## src/rtl/cpu_sequencer_if.sv

```systemverilog
// rtl/cpu_sequencer_if.sv - decoder/flag inputs and datapath strobes of the 6502 cycle sequencer
interface cpu_sequencer_if;
  logic       rdy;
  logic [4:0] adr_mode;
  logic       to_mem;
  logic       branch_taken;
  logic       page_cross;
  logic [1:0] addr_sel;
  logic       ir_load;
  logic       pc_inc;
  logic       pc_load;
  logic       latch_lo;
  logic       latch_hi;
  logic       mem_we;
  logic       exec;
  logic       sync;
  logic [2:0] tstate;
  logic       halt;

  modport slave (
    input  rdy, adr_mode, to_mem, branch_taken, page_cross,
    output addr_sel, ir_load, pc_inc, pc_load, latch_lo, latch_hi,
           mem_we, exec, sync, tstate, halt
  );

  modport master (
    output rdy, adr_mode, to_mem, branch_taken, page_cross,
    input  addr_sel, ir_load, pc_inc, pc_load, latch_lo, latch_hi,
           mem_we, exec, sync, tstate, halt
  );
endinterface

```

## src/rtl/cpu_sequencer.sv

```systemverilog
// rtl/cpu_sequencer.sv - T-state sequencer for the non-stack 6502 addressing modes
`ifndef ADR_IMPL
`define ADR_IMPL      5'd0
`endif
`ifndef ADR_ACCUM
`define ADR_ACCUM     5'd1
`endif
`ifndef ADR_IMM
`define ADR_IMM       5'd2
`endif
`ifndef ADR_ZPG
`define ADR_ZPG       5'd3
`endif
`ifndef ADR_ABS
`define ADR_ABS       5'd4
`endif
`ifndef ADR_ABS_JMP
`define ADR_ABS_JMP   5'd5
`endif
`ifndef ADR_ZPG_X_Y
`define ADR_ZPG_X_Y   5'd6
`endif
`ifndef ADR_ABS_X_Y
`define ADR_ABS_X_Y   5'd7
`endif
`ifndef ADR_ZPG_RMW
`define ADR_ZPG_RMW   5'd8
`endif
`ifndef ADR_ABS_RMW
`define ADR_ABS_RMW   5'd9
`endif
`ifndef ADR_ZPG_X_RMW
`define ADR_ZPG_X_RMW 5'd10
`endif
`ifndef ADR_ABS_X_RMW
`define ADR_ABS_X_RMW 5'd11
`endif
`ifndef ADR_REL
`define ADR_REL       5'd12
`endif

module cpu_sequencer (
  input  logic            clk,
  input  logic            rst,
  cpu_sequencer_if.slave  bus
);
  localparam logic [1:0] SEL_PC  = 2'd0;
  localparam logic [1:0] SEL_ZPG = 2'd1;
  localparam logic [1:0] SEL_ABS = 2'd2;
  localparam logic [1:0] SEL_EFF = 2'd3;

  typedef enum logic [1:0] {S_FETCH, S_EXEC, S_HALT} state_t;

  state_t     state;
  logic [2:0] tstate_q;

  logic [1:0] sel;
  logic       ir, inc, ld, lo, hi, we, ex, sync_c, last, bad;

  always_comb begin
    sel = SEL_PC; ir = 1'b0; inc = 1'b0; ld = 1'b0; lo = 1'b0; hi = 1'b0;
    we = 1'b0; ex = 1'b0; sync_c = 1'b0; last = 1'b0; bad = 1'b0;
    case (state)
      S_FETCH: begin
        sync_c = 1'b1; ir = 1'b1; inc = 1'b1;
      end
      S_EXEC: begin
        case (bus.adr_mode)
          `ADR_IMPL, `ADR_ACCUM: begin
            ex = 1'b1; last = 1'b1;
          end
          `ADR_IMM: begin
            inc = 1'b1; ex = 1'b1; last = 1'b1;
          end
          `ADR_ZPG: case (tstate_q)
            3'd1:    begin lo = 1'b1; inc = 1'b1; end
            default: begin sel = SEL_ZPG; we = bus.to_mem; ex = 1'b1; last = 1'b1; end
          endcase
          `ADR_ABS: case (tstate_q)
            3'd1:    begin lo = 1'b1; inc = 1'b1; end
            3'd2:    begin hi = 1'b1; inc = 1'b1; end
            default: begin sel = SEL_ABS; we = bus.to_mem; ex = 1'b1; last = 1'b1; end
          endcase
          `ADR_ABS_JMP: case (tstate_q)
            3'd1:    begin lo = 1'b1; inc = 1'b1; end
            default: begin hi = 1'b1; ld = 1'b1; last = 1'b1; end
          endcase
          `ADR_ZPG_X_Y: case (tstate_q)
            3'd1:    begin lo = 1'b1; inc = 1'b1; end
            3'd2:    sel = SEL_ZPG;
            default: begin sel = SEL_EFF; we = bus.to_mem; ex = 1'b1; last = 1'b1; end
          endcase
          // Loads without a page cross finish at T3; stores always take the fix-up cycle.
          `ADR_ABS_X_Y: case (tstate_q)
            3'd1: begin lo = 1'b1; inc = 1'b1; end
            3'd2: begin hi = 1'b1; inc = 1'b1; end
            3'd3: begin
              sel = SEL_EFF;
              if (!bus.page_cross && !bus.to_mem) begin
                ex = 1'b1; last = 1'b1;
              end
            end
            default: begin sel = SEL_EFF; we = bus.to_mem; ex = 1'b1; last = 1'b1; end
          endcase
          `ADR_ZPG_RMW: case (tstate_q)
            3'd1:    begin lo = 1'b1; inc = 1'b1; end
            3'd2:    sel = SEL_ZPG;
            3'd3:    begin sel = SEL_ZPG; we = 1'b1; end
            default: begin sel = SEL_ZPG; we = 1'b1; ex = 1'b1; last = 1'b1; end
          endcase
          `ADR_ABS_RMW: case (tstate_q)
            3'd1:    begin lo = 1'b1; inc = 1'b1; end
            3'd2:    begin hi = 1'b1; inc = 1'b1; end
            3'd3:    sel = SEL_ABS;
            3'd4:    begin sel = SEL_ABS; we = 1'b1; end
            default: begin sel = SEL_ABS; we = 1'b1; ex = 1'b1; last = 1'b1; end
          endcase
          `ADR_ZPG_X_RMW: case (tstate_q)
            3'd1:    begin lo = 1'b1; inc = 1'b1; end
            3'd2:    sel = SEL_ZPG;
            3'd3:    sel = SEL_EFF;
            3'd4:    begin sel = SEL_EFF; we = 1'b1; end
            default: begin sel = SEL_EFF; we = 1'b1; ex = 1'b1; last = 1'b1; end
          endcase
          `ADR_ABS_X_RMW: case (tstate_q)
            3'd1:       begin lo = 1'b1; inc = 1'b1; end
            3'd2:       begin hi = 1'b1; inc = 1'b1; end
            3'd3, 3'd4: sel = SEL_EFF;
            3'd5:       begin sel = SEL_EFF; we = 1'b1; end
            default:    begin sel = SEL_EFF; we = 1'b1; ex = 1'b1; last = 1'b1; end
          endcase
          `ADR_REL: case (tstate_q)
            3'd1: begin
              lo = 1'b1; inc = 1'b1; last = !bus.branch_taken;
            end
            3'd2:    begin ld = 1'b1; last = !bus.page_cross; end
            default: begin ld = 1'b1; last = 1'b1; end
          endcase
          default: bad = 1'b1;
        endcase
      end
      default: ;
    endcase
  end

  always_ff @(posedge clk or posedge rst) begin
    if (rst) begin
      state    <= S_FETCH;
      tstate_q <= 3'd0;
    end else if (bus.rdy) begin
      case (state)
        S_FETCH: begin
          state    <= S_EXEC;
          tstate_q <= 3'd1;
        end
        S_EXEC: begin
          if (bad) begin
            state <= S_HALT;
          end else if (last) begin
            state    <= S_FETCH;
            tstate_q <= 3'd0;
          end else begin
            tstate_q <= tstate_q + 3'd1;
          end
        end
        default: ;
      endcase
    end
  end

  // rst is folded in so the strobes stay quiet while reset is held in FETCH.
  logic en;
  assign en = bus.rdy & ~rst;

  assign bus.addr_sel = sel;
  assign bus.sync     = sync_c;
  assign bus.ir_load  = ir  & en;
  assign bus.pc_inc   = inc & en;
  assign bus.pc_load  = ld  & en;
  assign bus.latch_lo = lo  & en;
  assign bus.latch_hi = hi  & en;
  assign bus.mem_we   = we  & en;
  assign bus.exec     = ex  & en;
  assign bus.tstate   = tstate_q;
  assign bus.halt     = (state == S_HALT) | bad;
endmodule

```

## src/flat_wrapper.sv

```systemverilog
// flat-port wrapper written by rule: the top's interface ports become plain ports
module cpu_sequencer_flat 
  (clk, rst, bus_rdy, bus_adr_mode, bus_to_mem, bus_branch_taken, bus_page_cross, bus_addr_sel, bus_ir_load, bus_pc_inc, bus_pc_load, bus_latch_lo, bus_latch_hi, bus_mem_we, bus_exec, bus_sync, bus_tstate, bus_halt);
  cpu_sequencer_if bus_i ();
  input  logic clk;
  input  logic rst;
  input wire logic [$bits(bus_i.rdy)-1:0] bus_rdy;
  input wire logic [$bits(bus_i.adr_mode)-1:0] bus_adr_mode;
  input wire logic [$bits(bus_i.to_mem)-1:0] bus_to_mem;
  input wire logic [$bits(bus_i.branch_taken)-1:0] bus_branch_taken;
  input wire logic [$bits(bus_i.page_cross)-1:0] bus_page_cross;
  output wire logic [$bits(bus_i.addr_sel)-1:0] bus_addr_sel;
  output wire logic [$bits(bus_i.ir_load)-1:0] bus_ir_load;
  output wire logic [$bits(bus_i.pc_inc)-1:0] bus_pc_inc;
  output wire logic [$bits(bus_i.pc_load)-1:0] bus_pc_load;
  output wire logic [$bits(bus_i.latch_lo)-1:0] bus_latch_lo;
  output wire logic [$bits(bus_i.latch_hi)-1:0] bus_latch_hi;
  output wire logic [$bits(bus_i.mem_we)-1:0] bus_mem_we;
  output wire logic [$bits(bus_i.exec)-1:0] bus_exec;
  output wire logic [$bits(bus_i.sync)-1:0] bus_sync;
  output wire logic [$bits(bus_i.tstate)-1:0] bus_tstate;
  output wire logic [$bits(bus_i.halt)-1:0] bus_halt;
  assign bus_i.rdy = bus_rdy;
  assign bus_i.adr_mode = bus_adr_mode;
  assign bus_i.to_mem = bus_to_mem;
  assign bus_i.branch_taken = bus_branch_taken;
  assign bus_i.page_cross = bus_page_cross;
  assign bus_addr_sel = bus_i.addr_sel;
  assign bus_ir_load = bus_i.ir_load;
  assign bus_pc_inc = bus_i.pc_inc;
  assign bus_pc_load = bus_i.pc_load;
  assign bus_latch_lo = bus_i.latch_lo;
  assign bus_latch_hi = bus_i.latch_hi;
  assign bus_mem_we = bus_i.mem_we;
  assign bus_exec = bus_i.exec;
  assign bus_sync = bus_i.sync;
  assign bus_tstate = bus_i.tstate;
  assign bus_halt = bus_i.halt;
  cpu_sequencer u_core (.clk(clk), .rst(rst), .bus(bus_i));
endmodule
```

## config.mk

```make
export PLATFORM = sky130hd
export DESIGN_NAME = cpu_sequencer_flat
export DESIGN_NICKNAME = d
export VERILOG_FILES = /design/src/rtl/cpu_sequencer_if.sv /design/src/rtl/cpu_sequencer.sv /design/src/flat_wrapper.sv
export SDC_FILE = /design/constraint.sdc
export NUM_CORES = 1
export LEC_CHECK = 0
export BUFFER_PORTS_ARGS = -buffer_cell sky130_fd_sc_hd__buf_2
export CORE_ASPECT_RATIO = 1.25
export CORE_MARGIN = 2
export CORE_UTILIZATION = 45
export CTS_BUF_LIST = sky130_fd_sc_hd__clkbuf_16
export DETAILED_ROUTE_END_ITERATION = 8
export PLACE_DENSITY = 0.79
export SLEW_MARGIN = 0
export SYNTH_ARGS = -nofsm -noshare
export SYNTH_HDL_FRONTEND = slang
export SYNTH_SLANG_ARGS = --single-unit
```

## constraint.sdc

```tcl
create_clock -name clk -period 4.3 [get_ports clk]
set_clock_uncertainty 0.1 [all_clocks]
set_input_delay 0.86 -clock clk [delete_from_list [all_inputs] [get_ports clk]]
set_output_delay 0.86 -clock clk [all_outputs]
set_load 0.01 [all_outputs]
```

==> impl_metrics.ini, run 1 <==
[sta]
grt_setup_unrepaired = no
hold_viol = 0
setup-tns-final_ns = 0
finalSetupViolCount = 0
fin_crit_sh_pct = 73.2
period_needed_ns = 3.15
max_freq_mhz = 318
relSlewSlack_pct = 75.0
tightest_slew_ns = 0.372
drv_slew = 0
finalWorstSetupSlack_ns = 1.15
hold_ws_ns = 0.444

[worst_setup_path]
criticalPathCategory = in2out
crit_path_max_incr_delay_ns = 0.29
critPathBufInv = 2
required_ns = 3.34
critPathArrivalTime_ns = 2.19
crit_cells = 7
crit_path_start_kind = input port
critical_path.slowest_cell = and2b_1
ff2ff_path_depth = 7
cp-end-kind = output port
crit_fanout = 13
path_cells = buf_2 -> and2b_1 -> o21ai_1 -> a211oi_1 -> o21ai_1 -> a211oi_1 -> buf_2
crit_family = compound AO/OA/AOI/OAI gates

[layout]
area_growth_pct = 21.0
utilization_pct = 58.9
nNetsFinal = 155
mostFrequentLayoutCell = buf_2
drive_gt1_share_pct = 27.5
antennaDiodeCount = 0
layout_common_cells = 24 x buf_2, 11 x nor2_1, 10 x inv_1

[grt]
grt_pass1_vias = 926
grt_max_degree = 14
grt_pass1_wl_um = 3880
antenna_found_initial = 0
track_usage_pct = 22.1
grt-ovfl-total = 0

[clock_network]
cts_buffers = 3
htreeDepth = 1
cts_sinks = 5
cts_root_buffer = clkbuf_16
hold_buffers = 0
cts_tree = done
clk_pin_slew_ns = 0.03
cts_setup_buffers = 0
cts_buffer_depth = 2
insertion_delay_ns = 0.23
post_cts_resized = 0

[floorplan]
die_x_um = 43.3
boundaryPins = 25
num_rows = 17
core-area_um2 = 1790
die_h_um = 53.2
initial_core_util_pct = 48.7
fp.dieArea_um2 = 2300

[synth]
synth_top_area_share_pct = 14.4
yosys_most_used_dff = dfrtp_1
syn_area_um2 = 870
synth_top_area_cell = dfrtp_1
yosysWarningCount = 0
syn-num-nets = 133
avgSynthCellArea_um2 = 7.43
ys_seq_area_share_pct = 14.4
synth_edf_count = 0
synthArstFlopShare_pct = 100
synthCells = 117
synth.distinct_cells = 48
yosys-top-cells-area = dfrtp_1 14%, ha_1 7.2%, nor2_1 4.7%
synth-seq-cells = 5

[job]
cap_violations = 0

[worst_hold_path]
min_path_type = reg2reg
hold_depth = 2

[drt]
vias = 980
via_per_inst = 6.24
ant_nets = 0
drtIter0Drc = 21
wirelength_um = 2300
routedWlPerCell_um = 14.7
drc_errors = 0
firstDrtPassIters = 4

[pwr]
p_per_area_nw_per_um2 = 228
leakage_nw = 0.498
vdd_ir_drop_max_uv = 146

[run_status]
outcome = finished, final reports clean

[placement]
pre_cts_slack_ns = 1.16
gp_congestion = 1.01
portBuffers = 24
dp_hpwl_um = 1800
-- final cells by class --
| cell class | instances | area [um^2] |
|---|---|---|
| Clock inverter | 1 | 3.75 |
| Timing Repair Buffer | 24 | 120 |
| Multi-Input combinational cell | 95 | 667 |
| Tap cell | 19 | 23.8 |
| Clock buffer | 3 | 75.1 |
| Inverter | 10 | 37.5 |
| Sequential cell | 5 | 125 |
| Fill cell | 174 | 734 |
-- per-layer routing --
layer  GRT usage, %  part of all wire, %
met2           37.8                   46
met3           2.05                  7.5
met4           12.6                  2.8
met5              0                    0
met1           26.6                   44
-- Yosys cell counts, types with 3 or more instances --
master / n
ha_1: 5
nand2_1: 9
o21ai_0: 6
nor4_1: 3
nor2b_1: 3
a211oi_1: 3
nor2_1: 11
o21ai_1: 3
buf_2: 5
inv_1: 9
dfrtp_1: 5
nand2b_1: 4
nand3_1: 4
nor3_1: 4
-- registers in the layout (all words and copies together) (netlist names) --
name               count
u_core.state           2
u_core.bus.tstate      3
-- final timing paths --
kind	startpoint	end	slack, ns
hold / removal	u_core.state[1]	u_core.state[1]	0.44
max in group asynchronous	rst	u_core.bus.tstate[0]	3.45
min in group asynchronous	rst	u_core.state[0]	0.46
setup reg to reg	u_core.bus.tstate[1]	u_core.bus.tstate[2]	2.09
setup / recovery	bus_adr_mode[2]	bus_pc_inc	1.15
hold reg to reg	u_core.state[1]	u_core.state[1]	0.44
-- power by group --
group / leakage, nW / internal [mW] / switching, mW
sequential: 0.0647 / 0.0474 / 0
clock: 0.0423 / 0.120 / 0.0306
combinational: 0.391 / 0.0168 / 0.0246
-- logic make-up after synthesis --
logic type / after synthesis / share of synthesized area [%]
AND/OR/NAND/NOR: 51 / 34.1
AO/OA/AOI/OAI: 35 / 31.2
buffers and inverters: 17 / 8.92
adder cells (fa/ha/maj): 5 / 7.19
flip-flops: 5 / 14.4
XOR/XNOR: 3 / 3.02
multiplexers: 1 / 1.15
-- per-stage QoR --
| step | power, mW | instances | area [um^2] |
|---|---|---|---|
| floorplan | 0.0789 | 117 | 870 |
| global placement | 0.0882 | 153 | 973 |
| detailed placement | 0.0886 | 153 | 973 |
| CTS | 0.240 | 157 | 1050 |
| global route | 0.247 | 157 | 1050 |
| finish | 0.240 | 157 | 1050 |
-- tightest hold or removal path, cell delays in order, from the launching register on --
cell and delay (ns):
dfrtp_1 0.38, inv_1 0.08, nand2_1 0.05
Power figures use the tool's default switching activity.
==> inputs of run 2 (changes only) <==
- ABC_AREA: not set -> 1
- clock period: 4.3 -> 3 ns (I/O delays scaled with it)
==> impl_metrics.ini, run 2 <==
[sta]
max_freq_mhz = 374
setup-tns-final_ns = 0
finalSetupViolCount = 0
period_needed_ns = 2.67
tightest_slew_ns = 0.341
hold_viol = 0
fin_crit_sh_pct = 89.1
drv_slew = 0
relSlewSlack_pct = 77.2
hold_ws_ns = 0.168
grt_setup_unrepaired = no

[drt]
ant_nets = 0
wirelength_um = 2270
vias = 1084
firstDrtPassIters = 4
routedWlPerCell_um = 11.2
drc_errors = 0
via_per_inst = 5.37
drtIter0Drc = 15

[pwr]
swShare_pct = 25.0
p_switching_uw = 87.1
leakage_nw = 0.654
combinationalPowerShare_pct = 17.7
p_int_uw = 262
p_per_area_nw_per_um2 = 315
vdd_ir_drop_max_uv = 406
finalPower_uw = 349
power.share.clock_pct = 62.3
seq_power_share_pct = 20.1

[placement]
portBuffers = 24
dp.cells = 198
placed_area_um2 = 1030
gp_congestion = 0.929
dp_hpwl_um = 1870

[layout]
final_cell_area_um2 = 1110
instances_no_fill = 202
mostFrequentLayoutCell = nand2_1
drive_gt1_share_pct = 30.1
layout_common_cells = 43 x nand2_1, 24 x buf_2, 21 x inv_1
largest_reg_flops = 3
nNetsFinal = 200
area_growth_pct = 25.2
antennaDiodeCount = 0

[synth]
ys_seq_area_share_pct = 14.2
synth-seq-cells = 5
yosys_most_used_dff = dfrtp_1
syn-num-nets = 171
syn_area_um2 = 883
synthCells = 155
synth_top_area_share_pct = 18.3
synth.distinct_cells = 24
avgSynthCellArea_um2 = 5.70
synth_common_cells = 43 x nand2_1, 20 x inv_1, 16 x nand3_1, 16 x nor2_1, 8 x nor2_2
synth_top_area_cell = nand2_1
synth_edf_count = 0
synthArstFlopShare_pct = 100
yosys-top-cells-area = nand2_1 18%, dfrtp_1 14%, nand3_1 9.1%
yosysWarningCount = 0
yosysMostFrequentCell = nand2_1

[grt]
antenna_found_initial = 0
grt_max_degree = 11
grt_pass1_wl_um = 3900
track_usage_pct = 22.0
grt-ovfl-total = 0
grt_pass1_vias = 1047

[job]
cap_violations = 0

[clock_network]
cts_tree = done
clk_pin_slew_ns = 0.03
cts_sinks = 5
cts_setup_buffers = 0
cts_buffer_depth = 2
insertion_delay_ns = 0.23
cts_buffers = 3
post_cts_resized = 0
htreeDepth = 1
cts_root_buffer = clkbuf_16
hold_buffers = 0

[worst_setup_path]
crit_fanout = 7
criticalPathCategory = reg2out
cp-end-kind = output port
required_ns = 2.30
crit_path_start_kind = flop
crit_start = u_core.bus.tstate[0]
critPathArrivalTime_ns = 1.97
r2r_start = u_core.bus.tstate[0]

[floorplan]
num_rows = 17
die_x_um = 43.6
fp.dieArea_um2 = 2340
initial_core_util_pct = 48.9
core-area_um2 = 1810
die_h_um = 53.5
boundaryPins = 25

[run_status]
outcome = finished, final reports clean

[worst_hold_path]
min_path_type = in2async
## run 2: cell count changes after synthesis, sizes merged, moves of 3 or more
cell	before	now
buf	7	0
a211oi	3	0
nand3	4	20
nor4	3	0
nand2	9	51
and2b	3	0
nor2b	3	0
inv	10	27
nor2	12	25
nand2b	4	0
a21oi	1	5
a32o	3	0
## run 2: kinds of logic after synthesis
logic type | share of synthesized area, %
and+or+nand+nor | 55.2
buffers and inverters | 11.8
AOI/OAI and AO/OA | 11.8
adders and majority gates | 7.08
DFF | 14.2
## run 2: routing by layer
metal | global-route usage, % | vias up | share of wire [%]
met4 | 10.6 | 0 | 2.0
met2 | 45.1 | 39 | 53
met3 | 4.36 | 5 | 5.6
met5 | 0 | - | 0
li1 | - | 550 | -
met1 | 19.9 | 490 | 39
## run 2: critical path, cell delays in order, from the launching register on
cell and delay (ns):
dfrtp_1 0.45, inv_1 0.10, ha_1 0.25, nand2_1 0.13, nand2_2 0.10, inv_2 0.07
nand2_1 0.07, o21ai_0 0.12, nor2_1 0.09, a41oi_1 0.19, buf_2 0.17
## run 2: worst paths after layout
path,slack [ns],cells past startpoint,endpoint
setup / recovery,0.33,10,bus_exec
hold / removal,0.17,2,u_core.bus.tstate[2]
setup reg to reg,1.13,10,u_core.bus.tstate[0]
hold reg to reg,0.45,2,u_core.state[0]
max in group asynchronous,2.45,2,u_core.state[1]
min in group clk,0.45,2,u_core.state[0]
## run 2: area by class of cell
class | count | area, um^2
Fill cell | 182 | 702
Multi-Input combinational cell | 123 | 654
Sequential cell | 5 | 125
Timing Repair Buffer | 24 | 120
Inverter | 27 | 104
Clock buffer | 3 | 75.1
Tap cell | 19 | 23.8
Clock inverter | 1 | 3.75
## run 2: power by group through the flow
stage | registers, mW | logic (mW) | clock network (mW)
2_1_floorplan | 0.0708 | 0.0404 | 0
4_1_cts | 0.0700 | 0.0613 | 0.221
5_1_grt | 0.0701 | 0.0685 | 0.222
3_3_place_gp | 0.0706 | 0.0598 | 0
6_report | 0.0700 | 0.0617 | 0.217
3_5_place_dp | 0.0708 | 0.0607 | 0
## run 2: stage by stage
step	util (%)	setup slack (ns)
4_1_cts	61.2	0.327
3_3_place_gp	56.8	0.494
5_1_grt	61.2	0.159
2_1_floorplan	-	0.791
6_report	61.2	0.327
3_5_place_dp	56.8	0.490
